**config.mk**
```make
export PLATFORM = sky130hd
export DESIGN_NAME = xpu_vpu_pc_tn_vlsu_index_icq_rd_flat
export DESIGN_NICKNAME = d
export VERILOG_FILES = /design/src/rtl/xpu_vpu_pc_tn_vlsu_index_icq_rd_if.sv /design/src/rtl/xpu_vpu_pc_tn_vlsu_index_icq_rd.sv /design/src/flat_wrapper.sv
export SDC_FILE = /design/constraint.sdc
export NUM_CORES = 1
export LEC_CHECK = 0
export BUFFER_PORTS_ARGS = -buffer_cell sky130_fd_sc_hd__buf_4
export CORE_AREA = 2 2 237 239
export CTS_CLUSTER_SIZE = 12
export DETAILED_ROUTE_END_ITERATION = 16
export DIE_AREA = 0 0 239 241
export PLACE_DENSITY_LB_ADDON = 0.3
export SLEW_MARGIN = 5
export SYNTH_ARGS = -nofsm -noshare
export SYNTH_HDL_FRONTEND = slang
export SYNTH_SLANG_ARGS = --single-unit
```
**constraint.sdc**
```tcl
create_clock -name vv_icq_rd_clk -period 2.7 [get_ports vv_icq_rd_clk]
set_input_delay 0.135 -clock vv_icq_rd_clk [delete_from_list [all_inputs] [get_ports vv_icq_rd_clk]]
set_output_delay 0.135 -clock vv_icq_rd_clk [all_outputs]
set_load 0.1 [all_outputs]
```
**src/rtl/xpu_vpu_pc_tn_vlsu_index_icq_rd_if.sv**
```systemverilog
// AGU-side index bus of the VLSU ICQ read stage: one-deep register output
// with valid/ready handshake.
interface xpu_vpu_pc_tn_vlsu_index_icq_rd_if #(
  parameter int IDX_WIDTH = 64
);
  logic                 agu_idx_vld;
  logic                 agu_idx_rdy;
  logic [IDX_WIDTH-1:0] agu_idx_offset;
  logic                 agu_idx_vmask;
  logic                 agu_idx_last;

  modport master (
    output agu_idx_vld,
    output agu_idx_offset,
    output agu_idx_vmask,
    output agu_idx_last,
    input  agu_idx_rdy
  );

  modport slave (
    input  agu_idx_vld,
    input  agu_idx_offset,
    input  agu_idx_vmask,
    input  agu_idx_last,
    output agu_idx_rdy
  );
endinterface

```
**src/rtl/xpu_vpu_pc_tn_vlsu_index_icq_rd.sv**
```systemverilog
// VLSU ICQ read side: scans entries from a wrapping pointer into a one-deep AGU
// output register. Optional masked-element skip: XPU_VPU_PC_TN_ICQ_MASK_SKIP_EN.
module xpu_vpu_pc_tn_vlsu_index_icq_rd #(
  parameter int ENTRY_NUM = 8,
  parameter int IDX_WIDTH = 64,
  parameter int ELEM_W    = 8
) (
  input  logic                              vv_icq_rd_clk,
  input  logic                              cpurst_b,
  input  logic                              giu_xx_async_flush,
  input  logic                              vv_icq_rd_start,
  input  logic [ELEM_W-1:0]                 vv_icq_rd_elem_num,
  input  logic [ENTRY_NUM-1:0]              vv_icq_entry_vld_v,
  input  logic [ENTRY_NUM-1:0]              vv_icq_entry_vmask_v,
  input  logic [ENTRY_NUM*IDX_WIDTH-1:0]    vv_icq_idx_offset_flat,
  output logic [ENTRY_NUM-1:0]              vv_icq_entry_rls_vld_v,
  xpu_vpu_pc_tn_vlsu_index_icq_rd_if.master agu,
  output logic                              vv_icq_rd_busy,
  output logic                              vv_icq_rd_done
);
  localparam int PTR_W = $clog2(ENTRY_NUM);

  typedef enum logic [1:0] {IDLE, RUN, DRAIN} state_e;

  state_e               state_q, state_d;
  logic [PTR_W-1:0]     rd_ptr_q;
  logic [ELEM_W-1:0]    issued_cnt_q;
  logic [ELEM_W-1:0]    elem_num_q;
  logic                 done_q;

  logic                 vld_p1;
  logic [IDX_WIDTH-1:0] offset_p1;
  logic                 vmask_p1;
  logic                 last_p1;

  logic [IDX_WIDTH-1:0] ent_offset [ENTRY_NUM];
  logic                 cur_vld, cur_vmask, accept, out_free;
  logic                 take, load, take_last, drain_done, start_ok;

  for (genvar i = 0; i < ENTRY_NUM; i++) begin : g_unpack
    assign ent_offset[i] = vv_icq_idx_offset_flat[i*IDX_WIDTH +: IDX_WIDTH];
  end

  always_comb begin
    cur_vld    = vv_icq_entry_vld_v[rd_ptr_q];
    cur_vmask  = vv_icq_entry_vmask_v[rd_ptr_q];
    accept     = vld_p1 & agu.agu_idx_rdy;
    out_free   = ~vld_p1 | accept;
`ifdef XPU_VPU_PC_TN_ICQ_MASK_SKIP_EN
    // A masked element is retired without occupying the output register.
    take       = (state_q == RUN) & cur_vld & (out_free | ~cur_vmask) & ~giu_xx_async_flush;
    load       = take & cur_vmask;
`else
    take       = (state_q == RUN) & cur_vld & out_free & ~giu_xx_async_flush;
    load       = take;
`endif
    take_last  = take & ((issued_cnt_q + ELEM_W'(1)) == elem_num_q);
    drain_done = (state_q == DRAIN) & out_free;
    start_ok   = (state_q == IDLE) & vv_icq_rd_start & ~giu_xx_async_flush;
  end

  always_comb begin
    state_d = state_q;
    unique case (state_q)
      IDLE:    if (vv_icq_rd_start)
                 state_d = (vv_icq_rd_elem_num == '0) ? DRAIN : RUN;
      RUN:     if (take_last)  state_d = DRAIN;
      DRAIN:   if (drain_done) state_d = IDLE;
      default: state_d = IDLE;
    endcase
    if (giu_xx_async_flush) state_d = IDLE;
  end

  always_ff @(posedge vv_icq_rd_clk or negedge cpurst_b) begin
    if (!cpurst_b) begin
      state_q      <= IDLE;
      rd_ptr_q     <= '0;
      issued_cnt_q <= '0;
      elem_num_q   <= '0;
      done_q       <= 1'b0;
    end else begin
      state_q <= state_d;
      done_q  <= drain_done & ~giu_xx_async_flush;
      if (giu_xx_async_flush) begin
        rd_ptr_q     <= '0;
        issued_cnt_q <= '0;
      end else if (start_ok) begin
        issued_cnt_q <= '0;
        elem_num_q   <= vv_icq_rd_elem_num;
      end else if (take) begin
        rd_ptr_q     <= rd_ptr_q + PTR_W'(1);
        issued_cnt_q <= issued_cnt_q + ELEM_W'(1);
      end
    end
  end

  // Stage p1: AGU output register
  always_ff @(posedge vv_icq_rd_clk or negedge cpurst_b) begin
    if (!cpurst_b) begin
      vld_p1    <= 1'b0;
      offset_p1 <= '0;
      vmask_p1  <= 1'b0;
      last_p1   <= 1'b0;
    end else if (giu_xx_async_flush) begin
      vld_p1    <= 1'b0;
    end else if (load) begin
      vld_p1    <= 1'b1;
      offset_p1 <= ent_offset[rd_ptr_q];
      vmask_p1  <= cur_vmask;
      last_p1   <= take_last;
    end else if (accept) begin
      vld_p1    <= 1'b0;
    end
  end

  assign vv_icq_entry_rls_vld_v = take ? (ENTRY_NUM'(1) << rd_ptr_q) : '0;
  assign agu.agu_idx_vld        = vld_p1;
  assign agu.agu_idx_offset     = offset_p1;
  assign agu.agu_idx_vmask      = vmask_p1;
  assign agu.agu_idx_last       = last_p1;
  assign vv_icq_rd_busy         = (state_q != IDLE);
  assign vv_icq_rd_done         = done_q & ~giu_xx_async_flush;

endmodule

```
**src/flat_wrapper.sv**
```systemverilog
// flat-port wrapper written by rule: the top's interface ports become plain ports
module xpu_vpu_pc_tn_vlsu_index_icq_rd_flat 
#(
  parameter int ENTRY_NUM = 8,
  parameter int IDX_WIDTH = 64,
  parameter int ELEM_W    = 8
)
  (vv_icq_rd_clk, cpurst_b, giu_xx_async_flush, vv_icq_rd_start, vv_icq_rd_elem_num, vv_icq_entry_vld_v, vv_icq_entry_vmask_v, vv_icq_idx_offset_flat, vv_icq_entry_rls_vld_v, vv_icq_rd_busy, vv_icq_rd_done, agu_agu_idx_vld, agu_agu_idx_offset, agu_agu_idx_vmask, agu_agu_idx_last, agu_agu_idx_rdy);
  xpu_vpu_pc_tn_vlsu_index_icq_rd_if #(.IDX_WIDTH(IDX_WIDTH)) agu_i ();
  input  logic vv_icq_rd_clk;
  input  logic cpurst_b;
  input  logic giu_xx_async_flush;
  input  logic vv_icq_rd_start;
  input  logic [ELEM_W-1:0] vv_icq_rd_elem_num;
  input  logic [ENTRY_NUM-1:0] vv_icq_entry_vld_v;
  input  logic [ENTRY_NUM-1:0] vv_icq_entry_vmask_v;
  input  logic [ENTRY_NUM*IDX_WIDTH-1:0] vv_icq_idx_offset_flat;
  output logic [ENTRY_NUM-1:0] vv_icq_entry_rls_vld_v;
  output logic vv_icq_rd_busy;
  output logic vv_icq_rd_done;
  output wire logic [$bits(agu_i.agu_idx_vld)-1:0] agu_agu_idx_vld;
  output wire logic [$bits(agu_i.agu_idx_offset)-1:0] agu_agu_idx_offset;
  output wire logic [$bits(agu_i.agu_idx_vmask)-1:0] agu_agu_idx_vmask;
  output wire logic [$bits(agu_i.agu_idx_last)-1:0] agu_agu_idx_last;
  input wire logic [$bits(agu_i.agu_idx_rdy)-1:0] agu_agu_idx_rdy;
  assign agu_agu_idx_vld = agu_i.agu_idx_vld;
  assign agu_agu_idx_offset = agu_i.agu_idx_offset;
  assign agu_agu_idx_vmask = agu_i.agu_idx_vmask;
  assign agu_agu_idx_last = agu_i.agu_idx_last;
  assign agu_i.agu_idx_rdy = agu_agu_idx_rdy;
  xpu_vpu_pc_tn_vlsu_index_icq_rd #(.ENTRY_NUM(ENTRY_NUM), .IDX_WIDTH(IDX_WIDTH), .ELEM_W(ELEM_W)) u_core (.vv_icq_rd_clk(vv_icq_rd_clk), .cpurst_b(cpurst_b), .giu_xx_async_flush(giu_xx_async_flush), .vv_icq_rd_start(vv_icq_rd_start), .vv_icq_rd_elem_num(vv_icq_rd_elem_num), .vv_icq_entry_vld_v(vv_icq_entry_vld_v), .vv_icq_entry_vmask_v(vv_icq_entry_vmask_v), .vv_icq_idx_offset_flat(vv_icq_idx_offset_flat), .vv_icq_entry_rls_vld_v(vv_icq_entry_rls_vld_v), .agu(agu_i), .vv_icq_rd_busy(vv_icq_rd_busy), .vv_icq_rd_done(vv_icq_rd_done));
endmodule
```
==> results of run 1 <==
-- per-layer routing --
| metal | global-route usage, % | part of all wire [%] | vias up |
|---|---|---|---|
| met2 | 23.10 | 50 | 390 |
| met3 | 4.678 | 8.9 | 32 |
| met4 | 4.034 | 1.5 | 8 |
| met1 | 15.93 | 39 | 3852 |
| met5 | 0 | 0.14 | - |
| li1 | - | - | 3579 |
-- flip-flops by register name, indices dropped and copies added (netlist names) --
| register | flops |
|---|---|
| u_core.agu.agu_idx_offset | 64 |
| u_core.state_q | 2 |
| u_core.done_q | 1 |
| u_core.elem_num_q | 8 |
| u_core.agu.agu_idx_vld | 1 |
| u_core.rd_ptr_q | 3 |
| u_core.agu.agu_idx_vmask | 1 |
| u_core.agu.agu_idx_last | 1 |
| u_core.issued_cnt_q | 8 |
-- tightest hold or removal path, cell delays in order --
cell     delay [ns]
buf_4          0.12
nand3_1        0.06
o21ai_0        0.07
nand2_1        0.06
o21ai_1        0.06
-- per-stage QoR --
step           cells  hold WS (ns)  setup slack (ns)  power, mW  util, %
2_1_floorplan    600       -0.1606            0.1464      5.293        -
6_report        1905        0.1627            0.1694      8.342    24.54
5_1_grt         1905        0.1602           0.07033      8.755    24.54
4_1_cts         1903        0.1182            0.1079      8.528    24.53
3_3_place_gp    1876        0.1711            0.5518      6.900    23.74
3_5_place_dp    1876        0.1795            0.4959      6.930    23.74
-- path summary, 6_finish.rpt --
path	to	cells after the start	startpoint
max	vv_icq_entry_rls_vld_v[0]	5	u_core.rd_ptr_q[0]
max in group asynchronous	u_core.agu.agu_idx_offset[1]	3	cpurst_b
min	u_core.state_q[1]	5	vv_icq_rd_start
min reg2reg	u_core.agu.agu_idx_last	1	u_core.agu.agu_idx_last
min in group asynchronous	u_core.agu.agu_idx_offset[2]	2	cpurst_b
max reg2reg	u_core.issued_cnt_q[5]	5	u_core.rd_ptr_q[0]
-- power groups by stage --
stage / clock, mW / combinational (mW) / sequential (mW)
2_1_floorplan: 0 / 1.05 / 4.25
3_3_place_gp: 0 / 4.95 / 1.95
3_5_place_dp: 0 / 4.98 / 1.95
4_1_cts: 1.60 / 4.99 / 1.94
5_1_grt: 1.63 / 5.15 / 1.98
6_report: 1.49 / 4.93 / 1.93
-- repair_timing --
action                                 CTS  global route
setup endpoints to repair                0             0
gates resized for setup                  0             0
hold buffers                            11             0
endpoints found under the hold margin   49             0
-- layout by cell type, fill, tap and decap left out, types with 2 or more instances in the layout --
master	count
buf_4	620
mux4_2	130
dfrtp_1	87
nor2_1	74
a21oi_1	74
mux2i_1	68
nand2_1	13
dlygate4sd3_1	11
buf_12	10
clkbuf_16	9
and3_1	8
xnor2_1	8
mux2_2	8
ha_1	7
nand3_1	6
nor3_1	5
a31oi_1	5
inv_1	4
and2_1	4
nor4_1	4
nor2b_1	3
o21ai_0	3
o21ai_1	3
diode_2	2
nand2b_1	2
bufinv_16	2
clkinv_4	2
dfrtp_4	2
-- logic make-up (layout without fill, tap and decap cells) --
group,Yosys count,after routing
AO/OA/AOI/OAI,98,98
buffers and inverters,64,663
AND/OR/NAND/NOR,125,125
multiplexers,208,208
flip-flops,89,89
other,0,2
XOR/XNOR,9,9
adder cells (fa/ha/maj),7,7
-- cell type report --
type	count	share of cell area, %
clock inverters	7	0.7617
multi-input cells	447	37.35
well taps	704	6.540
flip-flops and latches	89	16.59
inverters	6	0.1858
repair buffers	641	36.86
clock buffers	9	1.672
diodes	2	0.03716
==> summary.txt, run 1 <==
Hold path
  • Type of the most critical hold path: in2reg

Pwr
  • Switching Power: 4.254 mW
  • Cell leakage power: 6.191 nW
  • Power per cell area: 619.4 nW/um2
  • Sequential Power Share: 23.1%
  • Net switching share of the total power: 50.99%
  • Internal: 4.089 mW
  • Combinational cell fraction of total power: 59.1%
  • Proportion of power drawn by the clock network: 17.8%
  • Maximum resistive drop on vdd: 0.0004118 V

Route
  • Post-DR wirelength/cell: 21.24 um
  • DR vias/cell: 4.127
  • Pre-Repair DR Iteration Count: 4
  • Post-route DRC violation count: 0
  • Number of nets still failing antenna checks after routing: 0
  • Vias: 7861
  • Initial DRC Count: 345
  • Final wirelength: 40470 um

STA
  • Fraction of the cycle the final worst path needs: 93.73%
  • Time the final worst path needs with I/O delays and setup: 2.531 ns
  • Post-Route Setup TNS: 0 ns
  • Final Slew Violations: 0
  • Setup repair after global routing missed its margin: no
  • Remaining max-slew budget at the tightest pin: 42.30%
  • Count of final setup violators: 0
  • Total count of hold-check failures in the final report: 0
  • Clock skew after layout: 0.008325 ns
  • Timing-limited maximum frequency: 395.2 MHz
  • Transition time at the pin with the least slew margin: 0.8632 ns

Clock network
  • TritonCTS clock tree: built
  • Worst skew pair latency: 0.39 ns
  • Buffers inserted by post-CTS timing repair: 0
  • H-tree levels: 3
  • Buffer cell driving the clock tree root: clkbuf_16
  • Clock Sink Count: 89
  • Number of clock buffers inserted by TritonCTS: 9
  • Clock slew at reported path FFs: 0.08 ns
  • Clock Path Buffers: 2

Global route
  • Number of antenna violations at the first check in global routing: 12
  • Global-route wire length before repair: 55590 um
  • Remaining global-route overflow: 0
  • Largest net degree at the start of global routing: 73
  • Vias in the first global route: 8395
  • Overall fraction of global-route tracks in use: 13.50%

Setup path
  • Crit-path leading delay family: simple AND/OR/NAND/NOR gates
  • Type of element capturing the critical path: output port
  • Worst Setup Start Kind: register
  • FF-to-FF setup slack: 0.50 ns
  • CP Data Required Time: 2.57 ns
  • Worst setup path class: reg2out
  • Critical path's largest stage delay: 0.59 ns
  • Critical Path Slowest Stage Cell: dfrtp_4
  • Arrival time at the worst endpoint: 2.40 ns
  • Critical path, cell by cell: mux2i_1, a31o_1, and4bb_4, and3_1, buf_4
  • Max FO, Critical Path: 17
  • CP Buf/Inv Count: 1

Synth
  • Portion of netlist area occupied by mux cells: 49.41%
  • Mapped Nets: 1148
  • Summed instance area of the synthesized netlist: 7538 um2
  • Register bit total from synthesis: 89
  • Fraction of synthesized cell area taken by the top area cell type: 38.84%
  • Synthesized instance count: 600
  • Fraction of the mapped netlist area in simple logic gates: 7.602%
  • Synth Flop Type: dfrtp_1
  • Number of synthesized flops with an enable pin: 0
  • Adder and majority gate portion of the synthesized area: 1.162%
  • Dominant cell type by area after synthesis: mux4_2
  • Most numerous cell types in the synthesized netlist: mux4_2 (130), dfrtp_1 (89), a21oi_1 (74), nor2_1 (74), mux2i_1 (68)
  • Fraction of synthesis flops using an asynchronous set or reset pin: 100.0%
  • Largest family of logic cells by synthesized area: multiplexers
  • Count leader, synth: mux4_2
  • XOR/XNOR Fraction of Synth Area: 1.046%
  • Warnings from Yosys: 0
  • Cells taking the most area after synthesis: mux4_2 (39%), dfrtp_1 (30%), mux2i_1 (9.0%), a21oi_1 (4.9%), nor2_1 (3.7%)
  • Distinct cells, synth: 47
  • Share of the yosys chip area belonging to registers: 29.54%
  • Compound-cell area share of the yosys netlist: 7.469%
  • Mean Syn Cell Area: 12.56 um2

Placement
  • Area post-placement: 13030 um2
  • Port buffer count: 617
  • Routability cong.: 0.7995
  • Half-perimeter wire length of the detailed placement result: 34000 um

Layout
  • Signed area change from the synthesized netlist to the final layout: 78.67%
  • Count of nets after finishing: 1742
  • Filler cells: 5874
  • Area used by sequential logic in the layout: 2235 um2
  • Fraction of final layout cells sized beyond drive strength 1: 66.22%
  • Non-Filler Cell Area, Final: 13470 um2
  • Combined area of the multi-input logic cells: 5031 um2

Die
  • Number of primary I/O pins: 618
  • Core box area: 54880 um2
  • Chip width: 239 um
  • Die extent in y: 241 um
  • Area enclosed by the die boundary: 57600 um2
  • Initial standard-cell utilization of the core: 13.74%
  • Standard-cell rows: 86

Job
  • Max-cap check violation count: 0

Outcome
  • Status: completed
(Power assumes the default switching activity.)
==> run 2: changes to the inputs <==
--- a/config.mk
+++ b/config.mk
@@ -10,8 +10,8 @@
 export CTS_CLUSTER_SIZE = 12
 export DETAILED_ROUTE_END_ITERATION = 16
 export DIE_AREA = 0 0 239 241
+export MAX_ROUTING_LAYER = met4
 export PLACE_DENSITY_LB_ADDON = 0.3
-export SLEW_MARGIN = 5
 export SYNTH_ARGS = -nofsm -noshare
 export SYNTH_HDL_FRONTEND = slang
 export SYNTH_SLANG_ARGS = --single-unit
==> constraint.sdc (replaced) <==
create_clock -name vv_icq_rd_clk -period 2.7 [get_ports vv_icq_rd_clk]
set_input_delay 0.135 -clock vv_icq_rd_clk [delete_from_list [all_inputs] [get_ports vv_icq_rd_clk]]
set_output_delay 0.135 -clock vv_icq_rd_clk [all_outputs]
set_load 0.02 [all_outputs]
==> summary.txt, run 2 (synthesis gave the netlist of run 1 again) <==
Outcome
  • Status: completed

Setup path
  • Critical path's largest stage delay: 0.54 ns
  • Type of element capturing the critical path: register
  • FF-to-FF setup slack: 0.41 ns
  • Critical path, cell by cell: buf_12, buf_4, mux4_2, mux2i_1, a21oi_1
  • CP Data Required Time: 2.96 ns
  • Worst reg-to-reg path cell count: 5
  • Launch point of the worst reg-to-reg path: u_core.rd_ptr_q[0]
  • Max FO, Critical Path: 56
  • Arrival time at the worst endpoint: 2.54 ns
  • Critical Path Slowest Stage Cell: mux4_2
  • Worst Setup Start Kind: register
  • R2r endpoint: u_core.agu.agu_idx_offset[32]
  • Worst setup path class: reg2reg

Global route
  • Vias in the first global route: 8314
  • Remaining global-route overflow: 0
  • Overall fraction of global-route tracks in use: 14.03%
  • Number of antenna violations at the first check in global routing: 9
  • Largest net degree at the start of global routing: 73
  • Global-route wire length before repair: 56300 um

Die
  • Area enclosed by the die boundary: 57600 um2
  • Number of primary I/O pins: 618
  • Die extent in y: 241 um
  • Core box area: 54880 um2
  • Standard-cell rows: 86
  • Chip width: 239 um
  • Initial standard-cell utilization of the core: 13.74%

Clock network
  • TritonCTS clock tree: built
  • Worst skew pair latency: 0.39 ns
  • Buffer cell driving the clock tree root: clkbuf_16
  • H-tree levels: 3
  • Clock Sink Count: 89
  • Clock slew at reported path FFs: 0.08 ns
  • Buffers inserted by post-CTS timing repair: 0
  • Post-CTS Hold Buffers: 11
  • Post-cts resize count: 0
  • Number of clock buffers inserted by TritonCTS: 9
  • Clock Path Buffers: 2

STA
  • Fraction of the cycle the final worst path needs: 84.78%
  • Total count of hold-check failures in the final report: 0
  • Remaining max-slew budget at the tightest pin: 41.89%
  • PnR worst setup slack: 0.4109 ns
  • Timing-limited maximum frequency: 436.9 MHz
  • Final Slew Violations: 0
  • Count of final setup violators: 0
  • Clock skew after layout: 0.01360 ns
  • Setup repair after global routing missed its margin: no
  • Post-Route Setup TNS: 0 ns
  • Time the final worst path needs with I/O delays and setup: 2.289 ns
  • Transition time at the pin with the least slew margin: 0.8694 ns

Layout
  • Signed area change from the synthesized netlist to the final layout: 78.36%
  • Number of flip-flops under the largest register name: 64
  • Most common library cell in the layout ignoring fill and taps: buf_4
  • Commonest non-fill, non-tap cells in the layout: buf_4 (623), mux4_2 (130), dfrtp_1 (87)
  • Fraction of final layout cells sized beyond drive strength 1: 66.28%
  • Count of nets after finishing: 1744

Route
  • Final wirelength: 41000 um
  • Number of nets still failing antenna checks after routing: 0
  • Post-DR wirelength/cell: 21.47 um
  • DR vias/cell: 4.148
  • Post-route DRC violation count: 0
  • Initial DRC Count: 346
  • Vias: 7922
  • Pre-Repair DR Iteration Count: 6

Placement
  • Routability cong.: 0.8065
  • Worst-case setup slack after placement: 0.4028 ns
  • Port buffer count: 617
  • Half-perimeter wire length of the detailed placement result: 34070 um

Job
  • Max-cap check violation count: 0

Pwr
  • Power per cell area: 459.8 nW/um2
  • Cell leakage power: 6.179 nW
  • Maximum resistive drop on vdd: 0.0002946 V

Hold path
  • Type of the most critical hold path: in2reg
  • Hold depth: 5
  • Startpoint of the lowest-slack hold path: vv_icq_rd_start
  • Endpoint of the worst hold path: u_core.state_q[1]
## run 2: changes by cell type in the layout (fill, tap and decap cells not counted)
| cell | delta |
|---|---|
| buf_4 | +3 |
| inv_6 | +1 |
| clkinv_2 | -1 |
| diode_2 | +3 |
| bufinv_16 | -2 |
| inv_8 | +2 |
| buf_12 | -1 |
## run 2: how the worst max path moves through the flow
stage | cells after the start | start | slack, ns | to
after floorplan | 7 | u_core.rd_ptr_q[2] | 0.74 | u_core.rd_ptr_q[2]
after global placement | 5 | u_core.rd_ptr_q[0] | 0.42 | u_core.agu.agu_idx_offset[29]
after detailed placement | 5 | u_core.rd_ptr_q[0] | 0.40 | u_core.agu.agu_idx_offset[32]
after CTS | 5 | u_core.rd_ptr_q[0] | 0.37 | vv_icq_entry_rls_vld_v[0]
after global routing | 5 | u_core.rd_ptr_q[0] | 0.24 | u_core.agu.agu_idx_offset[28]
final | 5 | u_core.rd_ptr_q[0] | 0.41 | u_core.agu.agu_idx_offset[32]
## run 2: report_power, final
group / switching [mW] / leakage (nW) / internal (mW)
Sequential: 0.233 / 1.03 / 1.68
Clock: 0.713 / 0.146 / 0.656
Combinational: 1.33 / 5.00 / 1.57
## run 2: layer usage
metal / wire (um) / GRT usage [%] / share of wire, %
met5: 0 / - / 0
met4: 473 / 2.917 / 1.2
met3: 3524 / 4.701 / 8.6
met2: 20480 / 23.16 / 50
met1: 16520 / 16.61 / 40
## run 2: critical path: cells and delay by family (launching register included)
| kind | cells | cell delay, ns |
|---|---|---|
| compound gates | 1 | 0.08 |
| buf+inv | 2 | 0.73 |
| flops | 1 | 0.50 |
| mux | 2 | 0.69 |
## run 2: layout make-up
type / count / area [um2]
repair buffers: 643 / 4967
well taps: 704 / 880.8
clock inverters: 7 / 68.82
diodes: 5 / 12.51
multi-input cells: 447 / 5031
fillers: 5862 / 41430
flip-flops and latches: 89 / 2235
clock buffers: 9 / 225.2
inverters: 6 / 25.02
## run 2: stage by stage
step                std cells  cell area, um2  hold WS [ns]  total power [mW]  util [%]
floorplan                 600            7538       -0.1606             3.319         -
global placement         1878           13030        0.1801             4.870     23.74
detailed placement       1878           13030        0.1865             4.880     23.74
CTS                      1905           13430        0.1068             6.366     24.48
global route             1909           13440        0.1750             6.591     24.50
finish                   1910           13450        0.1611             6.182     24.50
